**config.mk**
```make
export PLATFORM = sky130hd
export DESIGN_NAME = fifo_read_ctrl
export DESIGN_NICKNAME = d
export VERILOG_FILES = /design/src/rtl/fifo_read_ctrl.sv
export SDC_FILE = /design/constraint.sdc
export NUM_CORES = 1
export LEC_CHECK = 0
export CAP_MARGIN = 30
export CORE_ASPECT_RATIO = 0.6
export CORE_MARGIN = 2
export CORE_UTILIZATION = 40
export CTS_CLUSTER_SIZE = 25
export DETAILED_ROUTE_END_ITERATION = 10
export PLACE_DENSITY = 0.81
export SETUP_SLACK_MARGIN = 0.5
export SLEW_MARGIN = 15
export SYNTH_ARGS = -nofsm -noshare
export SYNTH_HDL_FRONTEND = slang
export SYNTH_SLANG_ARGS = --single-unit
export TNS_END_PERCENT = 30
```
**constraint.sdc**
```tcl
create_clock -name clk -period 2.8 [get_ports clk]
set_input_delay 0.42 -clock clk [delete_from_list [all_inputs] [get_ports clk]]
set_output_delay 0.42 -clock clk [all_outputs]
set_load 0.1 [all_outputs]
```
**src/rtl/fifo_read_ctrl.sv**
```systemverilog
// Read-side controller for the synchronous FIFO: read pointer, empty/level flags, registered read data.
// Optional FIFO_RD_TRISTATE_EN: dout driven high-Z whenever dout_valid is low (shared read bus).
`default_nettype none

module fifo_read_ctrl #(
    parameter int DATA_W   = 8,
    parameter int ADDR_W   = 4,
    parameter int AE_LEVEL = 2
) (
    input  logic              clk,
    input  logic              rst,
    input  logic [ADDR_W:0]   wr_ptr,
    input  logic              rd_en,
    input  logic [DATA_W-1:0] mem_rdata,
    output logic [ADDR_W-1:0] mem_addr,
    output logic [ADDR_W:0]   rd_ptr,
    output logic [DATA_W-1:0] dout,
    output logic              dout_valid,
    output logic              empty,
    output logic              almost_empty,
    output logic [ADDR_W:0]   level,
    output logic              underflow
);

    localparam logic [ADDR_W:0] AE_THRESH = (ADDR_W+1)'(AE_LEVEL);
    localparam logic [ADDR_W:0] PTR_ONE   = (ADDR_W+1)'(1);

    logic [ADDR_W:0]   rd_ptr_reg, rd_ptr_next;
    logic [DATA_W-1:0] dout_reg, dout_next;
    logic              dout_valid_reg, dout_valid_next;
    logic              underflow_reg, underflow_next;
    logic [ADDR_W:0]   level_cur;
    logic              empty_cur;
    logic              rd_accept;

    // Wrap-bit pointers: the modular difference is the occupancy, 0..2^ADDR_W.
    assign level_cur = wr_ptr - rd_ptr_reg;
    assign empty_cur = (level_cur == '0);
    assign rd_accept = rd_en && !empty_cur;

    always_comb begin
        rd_ptr_next     = rd_ptr_reg;
        dout_next       = dout_reg;
        dout_valid_next = 1'b0;
        underflow_next  = 1'b0;
        if (rd_accept) begin
            rd_ptr_next     = rd_ptr_reg + PTR_ONE;
            dout_next       = mem_rdata;
            dout_valid_next = 1'b1;
        end else if (rd_en) begin
            underflow_next  = 1'b1;
        end
    end

    always_ff @(posedge clk or posedge rst) begin
        if (rst) begin
            rd_ptr_reg     <= '0;
            dout_reg       <= '0;
            dout_valid_reg <= 1'b0;
            underflow_reg  <= 1'b0;
        end else begin
            rd_ptr_reg     <= rd_ptr_next;
            dout_reg       <= dout_next;
            dout_valid_reg <= dout_valid_next;
            underflow_reg  <= underflow_next;
        end
    end

    assign mem_addr     = rd_ptr_reg[ADDR_W-1:0];
    assign rd_ptr       = rd_ptr_reg;
    assign dout_valid   = dout_valid_reg;
    assign underflow    = underflow_reg;
    assign level        = level_cur;
    assign empty        = empty_cur;
    assign almost_empty = (level_cur <= AE_THRESH);

`ifdef FIFO_RD_TRISTATE_EN
    genvar gi;
    generate
        for (gi = 0; gi < DATA_W; gi++) begin : g_dout_tri
            assign dout[gi] = dout_valid_reg ? dout_reg[gi] : 1'bz;
        end
    endgenerate
`else
    assign dout = dout_reg;
`endif

endmodule

`default_nettype wire

```
==> impl_metrics.toml <==
[timing]
maxSlewHeadroom_pct = 63.20
setup_violations = 0
rsz0062_at_grt = "yes"
slew_violations = 0
fin_crit_ns = 2.659
fin_ws_ns = 0.1406
hold_ws_ns = 0.5090
worst_pin_slew_ns = 0.5514
period_share_pct = 94.98
hold_viol_final = 0
fin_skew_ns = 0.004666
max_freq_mhz = 376.0

[clock_tree]
worstSkewPairLatency_ns = 0.24
clock_sinks = 15
h-tree-depth = 1
cts-root-buf = "clkbuf_8"
cts_buffer_depth = 2
cts_hold_buffers = 0
cts_tree = "done"
path_clk_slew_ns = 0.06
numCtsBuffers = 3

[route]
wirelength_um = 2062
first_pass_iters = 3
ant_nets = 0
num_vias = 718
viasPerCell = 4.573
drtIter0Drc = 25
drc = 0
post_drt_wl_per_cell_um = 13.13

[finish]
fillerInstances = 147
area_delta_synth_final_pct = 79.47
layout.cells.non_filler = 157
nets = 150
diodes = 0
largest_reg_flops = 8
utilization_pct = 75.41
layout-drive-gt1-share_pct = 57.48

[worst_setup_path]
cp_max_fo = 3
required_ns = 2.38
rrSetupSlack_ns = 0.23
worst-endpoint-arrival_ns = 2.24
endpoint_kind = "primary output"
cp-start-kind = "flop"
path_class = "flop to primary output"

[synthesis]
synth.distinct_cells = 22
synth.area.mux_share_pct = 16.09
synth-xor-area-share_pct = 10.40
yosysSeqAreaShare_pct = 41.61
synth_compound_area_share_pct = 7.490
synth_fa_ha_area_share_pct = 9.154
syn_area_um2 = 902.1
synth_top_family_by_area = "multiplexers"
avgSynthCellArea_um2 = 12.19
yosys.area.top_type_share_pct = 41.61
ys_warn_count = 0
synth_area_leaders = "dfrtp_1 42%, mux2_4 13%, ha_1 6.9%, xnor2_1 6.8%, inv_1 3.7%"
synth-simple-area-share_pct = 6.935
synth_commonest_cells = "15 x dfrtp_1, 9 x inv_1, 8 x mux2_4"
synth_area_leader_cell = "dfrtp_1"
syn-num-nets = 96
synth.most_common_cell = "dfrtp_1"
ys_async_sr_fraction_pct = 100.0
ys_ff_latch = 15
netlist_instances = 74
ys.flop_type = "dfrtp_1"
synth-edff-count = 0

[floorplanning]
die-area_um2 = 2664
io_pins = 42
initial_core_util_pct = 42.02
core_region_area_um2 = 2147
die_h_um = 40.79
rows = 13
fp.dieW_um = 65.31

[grt]
overflow = 0
grt_pass1_vias = 687
grtUsageTotal_pct = 16.02
grt_max_degree = 16
grt_first_pass_wirelength_um = 3049
antenna_found_initial = 0

[placed_design]
place_ws_ns = -0.1280
hpwlAfterDp_um = 1752
gp_congestion = 0.8546
dpl.cell_count = 149
numPortBuffers = 41

[outcome]
status = "finished clean"

[worst_hold_path]
worst_hold_path_type = "flop to flop"

[job]
cap_viol_max_count = 0
-- worst max-delay path, cell delays in order (launching register included) --
cell      delay, ns
dfrtp_4        0.49
ha_4           0.17
fa_2           0.36
buf_6          0.14
xnor2_4        0.13
nor2_2         0.13
mux2i_4        0.12
a211oi_4       0.25
buf_12         0.21
-- logic make-up after synthesis --
group,count (synthesis)
AOI/OAI and AO/OA,7
xor gates and xnor gates,9
adders and majority gates,6
buffers and inverters,14
DFF,15
muxes,10
and+or+nand+nor,13
-- layout by cell type (no fill, tap or decap), drive strengths merged, types with 3 or more instances in the layout --
cell,count
inv,9
ha,5
mux2,9
xnor2,7
nor2,6
clkdlybuf4s50,13
clkbuf,4
o311ai,3
buf,39
dfrtp,15
-- per-layer routing --
layer | global-route usage (%) | wire [um] | vias to the layer above | share of wire, %
li1 | - | - | 347 | -
met3 | 2.473 | 65 | 3 | 3.2
met4 | 6.250 | 8 | 0 | 0.39
met5 | 0 | 0 | - | 0
met1 | 21.86 | 947 | 353 | 46
met2 | 26.53 | 1040 | 15 | 50
-- cell type report --
class / instances / area, um2 / share of cell area [%]
clock buffer: 4 / 45.04 / 2.782
inverter: 9 / 33.78 / 2.087
multi-input combinational: 45 / 574.3 / 35.47
sequential: 15 / 385.4 / 23.80
tap: 30 / 37.54 / 2.318
timing repair buffer: 54 / 543.0 / 33.54
-- stage by stage --
step	instance area, um2	setup TNS (ns)
after floorplan	1006	-2.552
after global placement	1503	-0.9080
after detailed placement	1503	-1.258
after CTS	1594	0
after global routing	1619	0
final	1619	0
-- worst paths after layout --
check                      cells after the start      endpoint  startpoint
setup / recovery                               8  almost_empty   rd_ptr[0]
hold / removal                                 1       dout[6]     dout[6]
setup reg to reg                               9     rd_ptr[1]   rd_ptr[0]
hold reg to reg                                1       dout[6]     dout[6]
max in group asynchronous                      2     rd_ptr[2]         rst
min in group asynchronous                      2       dout[3]         rst
-- timing repair --
item,4_1_cts,5_1_grt
endpoints found under the setup margin,21,19
gates resized for setup,6,5
cloned,0,0
pin swaps,6,3
buffers inserted,4,0
Power is not shown: default switching activity piles up to over one toggle a cycle in this logic, so the estimate is an artifact.
